<file path="src/rtl/irq_trap_sequencer_if.sv">
// Trap request handshake between the interrupt sequencer and the CSR file.
// master: drives trap_req/trap_cause/trap_mepc, receives trap_ack.
interface irq_trap_sequencer_if #(
  parameter int XLEN = 32
);
  logic            trap_req;
  logic [XLEN-1:0] trap_cause;
  logic [XLEN-1:0] trap_mepc;
  logic            trap_ack;

  modport master (
    output trap_req,
    output trap_cause,
    output trap_mepc,
    input  trap_ack
  );

  modport slave (
    input  trap_req,
    input  trap_cause,
    input  trap_mepc,
    output trap_ack
  );
endinterface

</file>
<file path="src/rtl/irq_trap_sequencer.sv">
// Machine-mode interrupt sequencer: syncs MEIP/MTIP/MSIP, issues held traps, WFI.
// Ports: clk_i/rst_i, irq lines, mie/mstatus, retire info, trap_if (master), mip/wfi/cnt.
module irq_trap_sequencer #(
  parameter int XLEN        = 32,
  parameter int SYNC_STAGES = 2,
  parameter int CNT_W       = 16
) (
  input  logic             clk_i,
  input  logic             rst_i,
  input  logic             meip_i,
  input  logic             mtip_i,
  input  logic             msip_i,
  input  logic [XLEN-1:0]  mie_i,
  input  logic             mstatus_mie_i,
  input  logic             pipe_stall_i,
  input  logic             retire_valid_i,
  input  logic [XLEN-1:0]  retire_pc_i,
  input  logic             exc_valid_i,
  input  logic             wfi_i,
  irq_trap_sequencer_if.master trap_if,
  output logic [XLEN-1:0]  mip_o,
  output logic             wfi_stall_o,
  output logic [CNT_W-1:0] irq_taken_cnt_o
);

  localparam logic [XLEN-1:0] CAUSE_MEI =
    {1'b1, {(XLEN-5){1'b0}}, 4'hB};
  localparam logic [XLEN-1:0] CAUSE_MSI =
    {1'b1, {(XLEN-5){1'b0}}, 4'h3};
  localparam logic [XLEN-1:0] CAUSE_MTI =
    {1'b1, {(XLEN-5){1'b0}}, 4'h7};

  typedef enum logic [2:0] {
    IDLE,
    ARM,
    REQ,
    COOL,
    WFI
  } state_t;

  state_t state_q;

  logic [SYNC_STAGES-1:0] meip_sync;
  logic [SYNC_STAGES-1:0] mtip_sync;
  logic [SYNC_STAGES-1:0] msip_sync;

  logic            req_q;
  logic [XLEN-1:0] cause_q;
  logic [XLEN-1:0] mepc_q;
  logic            stall_q;
  logic [CNT_W-1:0] cnt_q;

  logic [XLEN-1:0] en;
  logic [XLEN-1:0] wake;
  logic [XLEN-1:0] sel_cause;
  logic            clean_retire;

  // Bit 0 takes the raw line; the top bit is the synchronized level.
  always_ff @(posedge clk_i or posedge rst_i) begin
    if (rst_i) begin
      meip_sync <= '0;
      mtip_sync <= '0;
      msip_sync <= '0;
    end else begin
      meip_sync <= {meip_sync[SYNC_STAGES-2:0], meip_i};
      mtip_sync <= {mtip_sync[SYNC_STAGES-2:0], mtip_i};
      msip_sync <= {msip_sync[SYNC_STAGES-2:0], msip_i};
    end
  end

  always_comb begin
    mip_o     = '0;
    mip_o[11] = meip_sync[SYNC_STAGES-1];
    mip_o[7]  = mtip_sync[SYNC_STAGES-1];
    mip_o[3]  = msip_sync[SYNC_STAGES-1];
  end

  assign en   = mip_o & mie_i & {XLEN{mstatus_mie_i}};
  assign wake = mip_o & mie_i;

  assign clean_retire = retire_valid_i
                      & ~pipe_stall_i
                      & ~exc_valid_i;

  // Fixed priority MEI > MSI > MTI; overlapping bits are expected.
  always_comb begin
    sel_cause = '0;
    priority case (1'b1)
      en[11]:  sel_cause = CAUSE_MEI;
      en[3]:   sel_cause = CAUSE_MSI;
      en[7]:   sel_cause = CAUSE_MTI;
      default: sel_cause = '0;
    endcase
  end

  always_ff @(posedge clk_i or posedge rst_i) begin
    if (rst_i) begin
      state_q <= IDLE;
      req_q   <= 1'b0;
      cause_q <= '0;
      mepc_q  <= '0;
      stall_q <= 1'b0;
      cnt_q   <= '0;
    end else begin
      unique case (state_q)
        IDLE: begin
          if ((en != '0) && !exc_valid_i) begin
            state_q <= ARM;
          end else if (wfi_i) begin
            state_q <= WFI;
            stall_q <= 1'b1;
          end
        end
        ARM: begin
          if (en == '0) begin
            state_q <= IDLE;
          end else if (clean_retire) begin
            state_q <= REQ;
            req_q   <= 1'b1;
            cause_q <= sel_cause;
            mepc_q  <= retire_pc_i;
          end
        end
        REQ: begin
          // Held until ack; cause/mepc frozen even if en drops.
          if (trap_if.trap_ack) begin
            state_q <= COOL;
            req_q   <= 1'b0;
            cnt_q   <= cnt_q + 1'b1;
          end
        end
        COOL: begin
          // Gives the CSR file a cycle to clear mstatus.MIE.
          state_q <= IDLE;
        end
        WFI: begin
          if (wake != '0) begin
            state_q <= IDLE;
            stall_q <= 1'b0;
          end
        end
        default: begin
          state_q <= IDLE;
          req_q   <= 1'b0;
          stall_q <= 1'b0;
        end
      endcase
    end
  end

  assign trap_if.trap_req   = req_q;
  assign trap_if.trap_cause = cause_q;
  assign trap_if.trap_mepc  = mepc_q;
  assign wfi_stall_o        = stall_q;
  assign irq_taken_cnt_o    = cnt_q;

endmodule

</file>
<file path="src/flat_wrapper.sv">
// flat-port wrapper written by rule: the top's interface ports become plain ports
module irq_trap_sequencer_flat 
#(
  parameter int XLEN        = 32,
  parameter int SYNC_STAGES = 2,
  parameter int CNT_W       = 16
)
  (clk_i, rst_i, meip_i, mtip_i, msip_i, mie_i, mstatus_mie_i, pipe_stall_i, retire_valid_i, retire_pc_i, exc_valid_i, wfi_i, mip_o, wfi_stall_o, irq_taken_cnt_o, trap_if_trap_req, trap_if_trap_cause, trap_if_trap_mepc, trap_if_trap_ack);
  irq_trap_sequencer_if #(.XLEN(XLEN)) trap_if_i ();
  input  logic clk_i;
  input  logic rst_i;
  input  logic meip_i;
  input  logic mtip_i;
  input  logic msip_i;
  input  logic [XLEN-1:0] mie_i;
  input  logic mstatus_mie_i;
  input  logic pipe_stall_i;
  input  logic retire_valid_i;
  input  logic [XLEN-1:0] retire_pc_i;
  input  logic exc_valid_i;
  input  logic wfi_i;
  output logic [XLEN-1:0] mip_o;
  output logic wfi_stall_o;
  output logic [CNT_W-1:0] irq_taken_cnt_o;
  output wire logic [$bits(trap_if_i.trap_req)-1:0] trap_if_trap_req;
  output wire logic [$bits(trap_if_i.trap_cause)-1:0] trap_if_trap_cause;
  output wire logic [$bits(trap_if_i.trap_mepc)-1:0] trap_if_trap_mepc;
  input wire logic [$bits(trap_if_i.trap_ack)-1:0] trap_if_trap_ack;
  assign trap_if_trap_req = trap_if_i.trap_req;
  assign trap_if_trap_cause = trap_if_i.trap_cause;
  assign trap_if_trap_mepc = trap_if_i.trap_mepc;
  assign trap_if_i.trap_ack = trap_if_trap_ack;
  irq_trap_sequencer #(.XLEN(XLEN), .SYNC_STAGES(SYNC_STAGES), .CNT_W(CNT_W)) u_core (.clk_i(clk_i), .rst_i(rst_i), .meip_i(meip_i), .mtip_i(mtip_i), .msip_i(msip_i), .mie_i(mie_i), .mstatus_mie_i(mstatus_mie_i), .pipe_stall_i(pipe_stall_i), .retire_valid_i(retire_valid_i), .retire_pc_i(retire_pc_i), .exc_valid_i(exc_valid_i), .wfi_i(wfi_i), .trap_if(trap_if_i), .mip_o(mip_o), .wfi_stall_o(wfi_stall_o), .irq_taken_cnt_o(irq_taken_cnt_o));
endmodule
</file>
<file path="config.mk">
export PLATFORM = sky130hd
export DESIGN_NAME = irq_trap_sequencer_flat
export DESIGN_NICKNAME = d
export VERILOG_FILES = /design/src/rtl/irq_trap_sequencer_if.sv /design/src/rtl/irq_trap_sequencer.sv /design/src/flat_wrapper.sv
export SDC_FILE = /design/constraint.sdc
export NUM_CORES = 1
export LEC_CHECK = 0
export ABC_AREA = 1
export CAP_MARGIN = 20
export CORE_MARGIN = 2
export CORE_UTILIZATION = 34
export DETAILED_ROUTE_END_ITERATION = 10
export PLACE_DENSITY = 0.76
export SYNTH_ARGS = -nofsm -noshare
export SYNTH_HDL_FRONTEND = slang
export SYNTH_SLANG_ARGS = --single-unit
</file>
<file path="constraint.sdc">
create_clock -name clk_i -period 1.8 [get_ports clk_i]
set_input_delay 0.36 -clock clk_i [delete_from_list [all_inputs] [get_ports clk_i]]
set_output_delay 0.36 -clock clk_i [all_outputs]
set_load 0.03 [all_outputs]
</file>
# Yosys cells after proc, flatten, opt, wreduce, memory -nomap -nowiden
# Cells that the tools add are included.
word_totals:
  regBits: 91
  inputBits: 75
  output_inout_bits: 114
op_classes:
  n_addsub: 1
  eq_ne: 12
  n_mux: 18
  n_bitwise: 9
  reduce_logical: 13
op_table:
  columns: ["cell", "count"]
  rows:
  - ["$mux 32", 3]
  - ["$reduce_bool 32->1", 2]
  - ["$and 12x32->32", 1]
  - ["$and 32x32->32", 1]
  - ["$logic_not 32->1", 1]
  - ["$mux 3", 6]
  - ["$add 16x1->16 const B", 1]
  - ["$pmux 3 s4", 1]
  - ["$reduce_and 4->1", 3]
  - ["$ne 2x2->1 const B", 4]
  - ["$eq 3x2->1 const B", 2]
  - ["$mux 1", 6]
  - ["$pmux 1 s3", 2]
  - ["$reduce_or 3->1", 2]
  - ["$not 1->1", 5]
  - ["$ne 2x1->1 const B", 2]
  - ["$eq 3x1->1 const B", 1]
  - ["$eq 3x3->1 const B", 1]
  - ["$logic_not 3->1", 1]
  - ["$ne 3x1->1 const B", 1]
  - ["$ne 3x2->1 const B", 1]
  - ["$reduce_and 3->1", 1]
  - ["$and 1x1->1", 2]
  - ["$reduce_and 2->1", 1]
  - ["2 further kinds", 2]

# Longest topological paths before layout
# Gate-level depths: netlist of the first run.
logic_depth:
  depth_word: 6
  ltp_mapped: 9
  mapped_depth_nobuf: 9

# Least setup slack after synthesis of the first run
# No wires, ideal clock.
synth_timing:
  path_kind: "register to register"
  start: "reg u_core.cnt_q[0], in the netlist u_core.irq_taken_cnt_o[0]"
  end: "reg u_core.cnt_q[12], in the netlist u_core.irq_taken_cnt_o[12]"
  setup_time_ns: 0.123
  arrival_time_ns: 1.324
  t_required_ns: 1.677
  slack_ns: 0.353
  path_stages_with_launch: 9
  n_path_buf: 0
  synth_period_minus_slack_ns: 1.447
  cell_sequence: "dfrtp_1 > ha_1 > inv_1 > nor2_1 > nand3_1 > nand2_1 > inv_1 > o21ai_0 > nand2_1"
synth_via:
  elab_chain_cells: 1
synth_lines:
  columns: ["item", "line_no", "rtl"]
  rows:
  - ["start: declaration", "irq_trap_sequencer.sv:51", "logic [CNT_W-1:0] cnt_q;"]
  - ["start signal: assignment", "irq_trap_sequencer.sv:129", "cnt_q <= cnt_q + 1'b1;"]
  - ["$add 16x1->16", "irq_trap_sequencer.sv:129", null]
# Every way passes these cells.
# A chain may end at the register's enable or synchronous reset.

==> reports/metrics.csv, run 1 <==
stage,metric,value,unit
routing,Via Count,2567,
clock_network,CTS Root Cell,clkbuf_8,
power,Leak Pwr,2.33,nW
grt,vias in the first global route,2490,
routing,average wire per standard cell,11.7,um
routing,DRT Wirelength,7040,um
hold_path,worst hold path type,flop to flop,
sta,unrepaired setup endpoints after global routing,false,
yosys,Yosys top cell by area,dfrtp_1,
floorplanning,Placeable Area,9200,um^2
yosys,post-synthesis instance total,382,
clock_network,setup bufs post-CTS,0,
floorplanning,Die H,101,um
placed_design,DPL Wire Length,5180,um
placed_design,GP Congestion,0.824,
yosys,synth warn,0,
setup_path,CP Max Fanout,4,
routing,Post-route DRC,0,
grt,largest net degree at the start of global routing,63,
setup_path,CP Launch Type,flop,
routing,1st-iter DRT viols,55,
setup_path,Max stage delay on crit path,0.68,ns
sta,Clock Skews,0.00777,ns
sta,Final Max Tran Viols,0,
setup_path,kind of end point of the critical path,output pin,
floorplanning,# rows,35,
status,status,"finished, final reports clean",
clock_network,Num Clock Sinks,62,
clock_network,hold buffer count at cts,0,
grt,first-pass GRT wire length,11500,um
cells_and_area,final cell count without fillers,604,
cells_and_area,fraction of layout cells with a size suffix above 1,0.0649,
sta,final worst path period share,0.971,
clock_network,H-tree depth,3,
yosys,Mapped Avg Cell Area,8.40,um^2
clock_network,clk slew on worst S/H paths,0.07,ns
setup_path,Buf/Inv on CP,1,
yosys,post-synthesis sequential area ratio,0.483,
yosys,Area contributors post-synth,"dfrtp_1, nand2_1, buf_4",
setup_path,worst r2r path cells,6,
yosys,register bit total from synthesis,62,
grt,gr ovfl total,0,
yosys,Syn Std Cell Area,3210,um^2
setup_path,Worst Path Arrival,1.39,ns
routing,Routed Antenna Nets,0,
sta,post-layout min period,1.75,ns
floorplanning,die area,10200,um^2
setup_path,WS Path Type,flop to output pin,
sta,endpoints failing setup,0,
power,"IR drop worst, VDD",396,uV
yosys,Synth cell types,23,
cells_and_area,n_diodes,0,
routing,Via density,4.25,
cells_and_area,Layout Nets,565,
grt,initial antenna violation count,0,
setup_path,Required @ worst endpoint,1.44,ns
yosys,asr flop ratio synth,1.00,
yosys,Synth top cells by count,"nand2_1, dfrtp_1, buf_4",
yosys,post-synth top area share,0.483,
clock_network,clock buffer count from CTS,9,
setup_path,critical-path cell list,clkdlybuf4s50_1,
routing,DR pass1 iterations,6,
clock_network,Max clock buf depth,2,
placed_design,Placed Cells,589,
run,Max-Cap Viols,0,
power,PwrDens,1070,nW/um^2
yosys,most frequent cell after synthesis,nand2_1,
grt,GRT Total Usage,0.144,
sta,setup TNS,0,ns
yosys,top_reg_cell synth,dfrtp_1,
cells_and_area,area growth from synthesis to layout,34.9,%
yosys,Post-synth EDFFs,0,
sta,number of hold violations in the final report,0,
setup_path,Crit. path cell count,1,
placed_design,IO Port Bufs,103,
clock_network,Worst-Skew Late Latency,0.33,ns
setup_path,R2R setup slack,0.35,ns
setup_path,crit-path leading delay family,buffers and inverters,
floorplanning,die width,101,um
setup_path,crit path max-delay cell type,clkdlybuf4s50_1,
clock_network,CTS tree,done,
sta,Fmax,572,MHz
hold_path,hold-critical path depth,0,
floorplanning,IO Pins,189,
floorplanning,Starting Density,0.349,
[layer usage]
metal / share of wire / track usage / up-vias
li1: - / - / 1262
met1: 0.42 / 0.164 / 1196
met2: 0.51 / 0.255 / 96
met3: 0.053 / 0.0338 / 13
met4: 0.020 / 0.0696 / 0
met5: 0 / 0 / -
[cells in the final DEF (no fill, tap or decap), types with 3 or more instances in the layout]
| master | count |
|---|---|
| nand4_1 | 3 |
| clkbuf_8 | 11 |
| nand2_1 | 160 |
| nand3_1 | 17 |
| dlymetal6s2s_1 | 3 |
| inv_1 | 18 |
| o21ai_0 | 4 |
| conb_1 | 56 |
| buf_4 | 4 |
| xnor2_1 | 8 |
| nor2_1 | 21 |
| dlygate4sd2_1 | 18 |
| dfrtp_1 | 62 |
| clkdlybuf4s50_1 | 82 |
| xor2_1 | 4 |
[power breakdown]
group / internal, mW / total, mW / switching, mW
combinational: 0.569 / 1.52 / 0.953
clock: 0.843 / 1.37 / 0.525
sequential: 1.61 / 1.76 / 0.149
total: 3.02 / 4.65 / 1.63
[worst paths after layout]
| path | startpoint | to |
|---|---|---|
| worst min-delay path | u_core.msip_sync[0] | u_core.msip_sync[1] |
| worst min register to register | u_core.msip_sync[0] | u_core.msip_sync[1] |
| max in group asynchronous | rst_i | u_core.irq_taken_cnt_o[8] |
| worst max-delay path | u_core.trap_if.trap_cause[1] | trap_if_trap_cause[0] |
| min in group asynchronous | rst_i | u_core.meip_sync[0] |
| worst max register to register | u_core.state_q[2] | u_core.trap_if.trap_mepc[24] |
[what timing repair did]
item,in CTS,in global routing
pin swaps,0,0
setup endpoints to repair,18,4
gates resized for setup,18,3
cloned,0,0
[through the flow]
step	util	area, um^2	hold slack [ns]	power [mW]	setup WS, ns
finish	0.471	4330	0.349	4.65	0.0525
floorplan	-	3420	0.331	2.82	0.353
detailed placement	0.448	4120	0.336	3.34	-0.0476
CTS	0.470	4320	0.351	4.71	0.00164
global placement	0.448	4120	0.338	3.30	0.0217
global route	0.471	4330	0.362	4.92	0.00579
[state kept, by name, summed over array words and instances (netlist names)]
register and flops:
u_core.irq_taken_cnt_o 16, u_core.meip_sync 2, u_core.msip_sync 2, u_core.mtip_sync 2
u_core.state_q 3, u_core.trap_if.trap_cause 3, u_core.trap_if.trap_mepc 32, u_core.trap_if.trap_req 1
u_core.wfi_stall_o 1
[cell type report]
class                           count  area (um^2)
Fill cell                         888         4870
Sequential cell                    62         1550
Multi-Input combinational cell    285         1240
Timing Repair Buffer              109         1090
Clock buffer                       11          151
Tap cell                          111          139
Inverter                           22         91.3
Clock inverter                      4         70.1
[cells by family (layout without fill, tap and decap cells)]
group / after synthesis / after routing / synth area share
buffers and inverters: 90 / 146 / 0.194
DFF: 62 / 62 / 0.483
adders and majority gates: 1 / 1 / 0.00390
and+or+nand+nor: 212 / 212 / 0.278
AOI/OAI and AO/OA: 4 / 4 / 0.00624
xor gates and xnor gates: 12 / 12 / 0.0327
other: 1 / 56 / 0.00117
Power figures use the tool's default switching activity.
==> run 2: changes to the inputs <==
SLEW_MARGIN = 20   (was unset)
==> results of run 2 <==
Same layout as run 1: the final DEF is identical, and so are final timing and power.
==> run 3: changes to the inputs <==
CAP_MARGIN = 40   (was 20)
CORE_ASPECT_RATIO = 0.6   (was unset)
==> reports/metrics.csv, run 3 (synthesis gave the netlist of run 1 again) <==
stage,metric,value,unit,change
setup_path,CP startpoint,u_core.meip_sync[1],,
clock_network,H-tree depth,3,,unchanged
setup_path,Crit. path cell count,1,,unchanged
routing,Post-route DRC,0,,unchanged
floorplanning,Die H,79.3,um,-22%
placed_design,GP Congestion,0.855,,+3.8%
sta,Fmax,569,MHz,-0.52%
floorplanning,die width,129,um,+28%
sta,setup TNS,0,ns,unchanged
clock_network,CTS tree,done,,
clock_network,Worst-Skew Late Latency,0.32,ns,about the same
sta,Final Max Tran Viols,0,,unchanged
cells_and_area,"commonest non-fill, non-tap cell in the layout",nand2_1,,
sta,number of hold violations in the final report,0,,unchanged
sta,post-layout min period,1.76,ns,+0.00920 ns
floorplanning,die area,10300,um^2,+0.25%
grt,vias in the first global route,2453,,-1.5%
cells_and_area,area growth from synthesis to layout,38.0,%,
cells_and_area,fraction of layout cells with a size suffix above 1,0.0630,,-0.00190
cells_and_area,most frequent cells in the layout,"nand2_1, clkdlybuf4s50_1, dfrtp_1",,
grt,initial antenna violation count,0,,unchanged
setup_path,crit path max-delay cell type,clkdlybuf4s50_1,,
routing,Via density,4.05,,-4.8%
cells_and_area,max reg flops,32,,unchanged
setup_path,CP Launch Type,flop,,
cells_and_area,n_diodes,0,,unchanged
grt,first-pass GRT wire length,11600,um,+0.77%
floorplanning,Starting Density,0.349,,about the same
setup_path,Required @ worst endpoint,1.44,ns,about the same
hold_path,worst hold path type,flop to flop,,
grt,GRT Total Usage,0.145,,+0.000379
status,status,"finished, final reports clean",,
placed_design,DPL Wire Length,5320,um,+2.8%
floorplanning,Placeable Area,9190,um^2,about the same
routing,DRT Wirelength,7120,um,+1.1%
floorplanning,IO Pins,189,,unchanged
clock_network,Max clock buf depth,2,,unchanged
setup_path,kind of end point of the critical path,output pin,,
sta,unrepaired setup endpoints after global routing,false,,
hold_path,hold-critical path depth,0,,unchanged
hold_path,HP Start,u_core.msip_sync[0],,
setup_path,critical-path cell list,clkdlybuf4s50_1,,
setup_path,Worst Path Arrival,1.40,ns,about the same
routing,Via Count,2516,,-2.0%
power,"IR drop worst, VDD",541,uV,+37%
clock_network,clock buffer count from CTS,9,,unchanged
clock_network,hold buffer count at cts,0,,unchanged
setup_path,WS Path Type,flop to output pin,,
power,PwrDens,1130,nW/um^2,+4.8%
sta,Clock Skews,0.00853,ns,+0.000761 ns
grt,largest net degree at the start of global routing,63,,unchanged
clock_network,CTS Root Cell,clkbuf_16,,
cells_and_area,Fillers,872,,-1.8%
setup_path,crit-path leading delay family,buffers and inverters,,
routing,DR pass1 iterations,4,,-2
setup_path,worst r2r path cells,6,,unchanged
setup_path,CP Max Fanout,3,,-1
setup_path,Buf/Inv on CP,1,,unchanged
setup_path,R2R setup slack,0.29,ns,-0.06 ns
setup_path,Max stage delay on crit path,0.69,ns,about the same
floorplanning,# rows,27,,-23%
routing,average wire per standard cell,11.4,um,-1.8%
grt,gr ovfl total,0,,unchanged
placed_design,IO Port Bufs,103,,unchanged
sta,final worst path period share,0.976,,+0.00511
sta,endpoints failing setup,0,,unchanged
setup_path,RR Startpoint,u_core.state_q[2],,
routing,1st-iter DRT viols,140,,+150%
power,Leak Pwr,2.37,nW,+1.4%
power,Power Total,4.98,mW,+7.2%
run,Max-Cap Viols,0,,unchanged
clock_network,Num Clock Sinks,62,,unchanged
cells_and_area,Layout Nets,563,,-0.35%
routing,Routed Antenna Nets,0,,unchanged
clock_network,clk slew on worst S/H paths,0.05,ns,-0.02 ns
[run 3: cell types whose count changed in the layout (fill, tap and decap cells not counted), moves of 2 or more]
cell / delta
buf_4: -2
clkdlybuf4s50_1: +3
dlygate4sd2_1: -5
dlymetal6s2s_1: +2
clkbuf_16: +9
clkbuf_8: -10
[run 3: area by class of cell]
type | instances | area [um^2] | share of cell area
flip-flops and latches | 62 | 1550 | 0.350
multi-input cells | 285 | 1240 | 0.280
repair buffers | 107 | 1080 | 0.244
clock buffers | 10 | 239 | 0.0540
well taps | 130 | 163 | 0.0367
inverters | 22 | 91.3 | 0.0206
clock inverters | 6 | 61.3 | 0.0138
[run 3: per-layer routing]
metal | vias to the layer above | share of wire | track usage
li1 | 1269 | - | -
met1 | 1151 | 0.44 | 0.179
met2 | 84 | 0.47 | 0.239
met3 | 12 | 0.067 | 0.0445
met4 | 0 | 0.015 | 0.0527
met5 | - | 0 | 0
[run 3: worst reg2reg max path: stages (launching register included)]
cell and delay [ns]:
dfrtp_1 0.43, inv_1 0.12, nand3_2 0.14, nor2_4 0.28, inv_2 0.16, nor2_1 0.14, xor2_1 0.16
[run 3: final timing paths]
check | endpoint
max reg2reg | u_core.irq_taken_cnt_o[5]
min reg2reg | u_core.msip_sync[1]
min in group asynchronous | u_core.trap_if.trap_mepc[6]
min | u_core.msip_sync[1]
max | mip_o[11]
max in group asynchronous | u_core.trap_if.trap_mepc[26]
[run 3: timing repair]
action                                  CTS  global route
resized for setup                        13             5
buffers inserted                          0             0
cloned                                    0             0
endpoints found under the setup margin   13             7
[run 3: stage by stage]
stage / instances / util / instance area, um^2 / hold slack, ns / setup slack, ns
global route: 622 / 0.482 / 4430 / 0.359 / 0.00228
finish: 622 / 0.482 / 4430 / 0.350 / 0.0433
global placement: 606 / 0.450 / 4130 / 0.337 / 0.0784
floorplan: 437 / - / 3420 / 0.331 / 0.353
CTS: 622 / 0.481 / 4420 / 0.353 / 0.00261
detailed placement: 606 / 0.450 / 4130 / 0.341 / 0.00628
[run 3: report_power, final]
part	total, mW	switching, mW	internal [mW]
clock	1.70	0.599	1.10
combinational	1.52	0.947	0.568
sequential	1.77	0.152	1.62
==> edit, RTL diff (flow settings as in run 3) <==
`XLEN` is set to 32 in 3 places; all go to 64.
--- a/src/rtl/irq_trap_sequencer_if.sv
+++ b/src/rtl/irq_trap_sequencer_if.sv
@@ -1,7 +1,7 @@
 // Trap request handshake between the interrupt sequencer and the CSR file.
 // master: drives trap_req/trap_cause/trap_mepc, receives trap_ack.
 interface irq_trap_sequencer_if #(
-  parameter int XLEN = 32
+  parameter int XLEN = 64
 );
   logic            trap_req;
   logic [XLEN-1:0] trap_cause;
--- a/src/rtl/irq_trap_sequencer.sv
+++ b/src/rtl/irq_trap_sequencer.sv
@@ -1,7 +1,7 @@
 // Machine-mode interrupt sequencer: syncs MEIP/MTIP/MSIP, issues held traps, WFI.
 // Ports: clk_i/rst_i, irq lines, mie/mstatus, retire info, trap_if (master), mip/wfi/cnt.
 module irq_trap_sequencer #(
-  parameter int XLEN        = 32,
+  parameter int XLEN        = 64,
   parameter int SYNC_STAGES = 2,
   parameter int CNT_W       = 16
 ) (
--- a/src/flat_wrapper.sv
+++ b/src/flat_wrapper.sv
@@ -1,7 +1,7 @@
 // flat-port wrapper written by rule: the top's interface ports become plain ports
 module irq_trap_sequencer_flat 
 #(
-  parameter int XLEN        = 32,
+  parameter int XLEN        = 64,
   parameter int SYNC_STAGES = 2,
   parameter int CNT_W       = 16
 )
Ports: changed (5 resized); port bits go from 189 to 349. The function was not compared with the original's and may differ.
==> edit against run 3 <==
  * Utilization is 0.42 points higher
  * Final area up 52%
  * Fmax about the same
  * Synthesized cell count is 54% higher
  * Total power up 48%
  * Final cell count up 54%
  * Count of clock-buffer cells in the layout shrank 1
  * Setup slack about the same
  * Synthesized area up 52%
  * Hold slack better by 0.00094 ns
  * Routed wire length is 59% higher
  * Sequential cell count rose by 32
==> edit: results (changes against run 3) <==
* Status: finished clean (unchanged)
* Hold Path Origin: u_core.meip_sync[0]$_DFF_PP0_ (was u_core.msip_sync[0]$_DFF_PP0_)
* GRT Util Overall at 14.6% (was 14.5%)
* First-pass GRT wire length at 18.0 mm (was 11.6 mm)
* Die area at 15400 sq um (was 10300 sq um)
* Largest net degree at the start of global routing at 54 (was 63)
* Vias per cell at 3.91 (was 4.05)
* Adder-Cell Fraction of Synth Area at 0.256% (was 0.390%)
* CP startpoint: u_core.trap_if.trap_mepc[60]$_DFFE_PP0P_ (was u_core.meip_sync[1]$_DFF_PP0_)
* Register area share after synthesis at 48.2% (was 48.3%)
* P_leak at 3.75 nW (was 2.37 nW)
* Power Dens Cells at 1100 nW/um^2 (was 1130 nW/um^2)
* First-pass DRT Iterations at 6 (was 4)
* Final hold slack at 0.351 ns (was 0.350 ns)
* Commonest cells post-synth: nand2_1 (255), buf_4 (131), dfrtp_1 (94), inv_1 (25), nor2_1 (23) (was nand2_1 (160), dfrtp_1 (62), buf_4 (61), nor2_1 (21), inv_1 (19))
* Routing usage on met2 at 22.2% (was 23.9%)
* Nets at 902 (was 563)
* Largest cells by area after synthesis: dfrtp_1 (48%), buf_4 (20%), nand2_1 (20%) (was dfrtp_1 (48%), nand2_1 (19%), buf_4 (14%))
* Library cells used by synthesis at 26 (was 23)
* Complex-gate fraction of the synthesized area at 1.38% (was 0.624%)
* Reg2reg end: u_core.trap_if.trap_mepc[32]$_DFFE_PP0P_ (was u_core.irq_taken_cnt_o[5]$_DFFE_PP0P_)
* Fillers at 1368 (was 872)
* Met1 Resource Use GR at 19.0% (was 17.9%)
* Worst-path clk slew at 0.08 ns (was 0.05 ns)
* Worst R2R Path Depth at 7 (was 6)
* Number of global-route vias before repair at 3575 (was 2453)
* Post-DP HPWL at 8.65 mm (was 5.32 mm)
-- edit: layout make-up --
cell class,instances,area share [%]
Clock buffer,9,3.35
Clock inverter,7,1.53
Inverter,26,1.51
Multi-Input combinational cell,448,27.3
Sequential cell,94,35.0
Tap cell,192,3.57
Timing Repair Buffer,183,27.8
-- edit: kinds of logic (layout without fill, tap and decap cells) --
family          after synthesis  count (layout)
fa+ha+maj                     1               1
simple gates                306             306
buf+inv                     166             225
compound gates               11              11
flops                        94              94
xor+xnor                     10              10
other cells                   1             120
-- edit: timing repair --
action	in CTS	in global routing
gates resized for setup	17	15
hold endpoints to repair	0	0
endpoints found under the setup margin	17	16
-- edit: worst max-delay path by stage --
stage | to | depth (start not counted)
final | trap_if_trap_mepc[60] | 1
after global routing | trap_if_trap_mepc[52] | 1
after CTS | wfi_stall_o | 1
after detailed placement | u_core.trap_if.trap_mepc[32]$_DFFE_PP0P_ | 9
after global placement | u_core.trap_if.trap_mepc[33]$_DFFE_PP0P_ | 9
after floorplan | u_core.irq_taken_cnt_o[8]$_DFFE_PP0P_ | 7
-- edit: worst reg2reg max path: stages (launching register included) --
cell and delay [ns]:
dfrtp_1 0.47, nor3_4 0.26, nand2_1 0.13, nor2_4 0.15, inv_2 0.11, buf_12 0.19, nand2_1 0.10, nand2_1 0.05
-- edit: layer usage --
metal / routed length (um) / vias up
met1: 4940 / 1707
li1: - / 1887
met3: 1210 / 9
met5: 0 / -
met4: 107 / 0
met2: 5060 / 142
-- edit: power by group through the flow --
stage	sequential [mW]	clock, mW	combinational (mW)
finish	2.74	2.04	2.61
floorplan	3.46	0	1.07
detailed placement	2.78	0	2.65
global placement	2.76	0	2.63
global route	2.79	2.20	2.80
CTS	2.74	2.13	2.64
-- edit: through the flow --
stage | area [sq um] | util [%] | setup TNS, ns | instances | setup WS [ns]
floorplan | 5330 | - | 0 | 708 | 0.176
global placement | 6380 | 46.1 | -13.90 | 943 | -0.224
detailed placement | 6380 | 46.1 | -13.63 | 943 | -0.239
CTS | 6690 | 48.3 | 0 | 959 | 0.00501
global route | 6730 | 48.6 | 0 | 959 | 0.00246
finish | 6730 | 48.6 | 0 | 959 | 0.0433
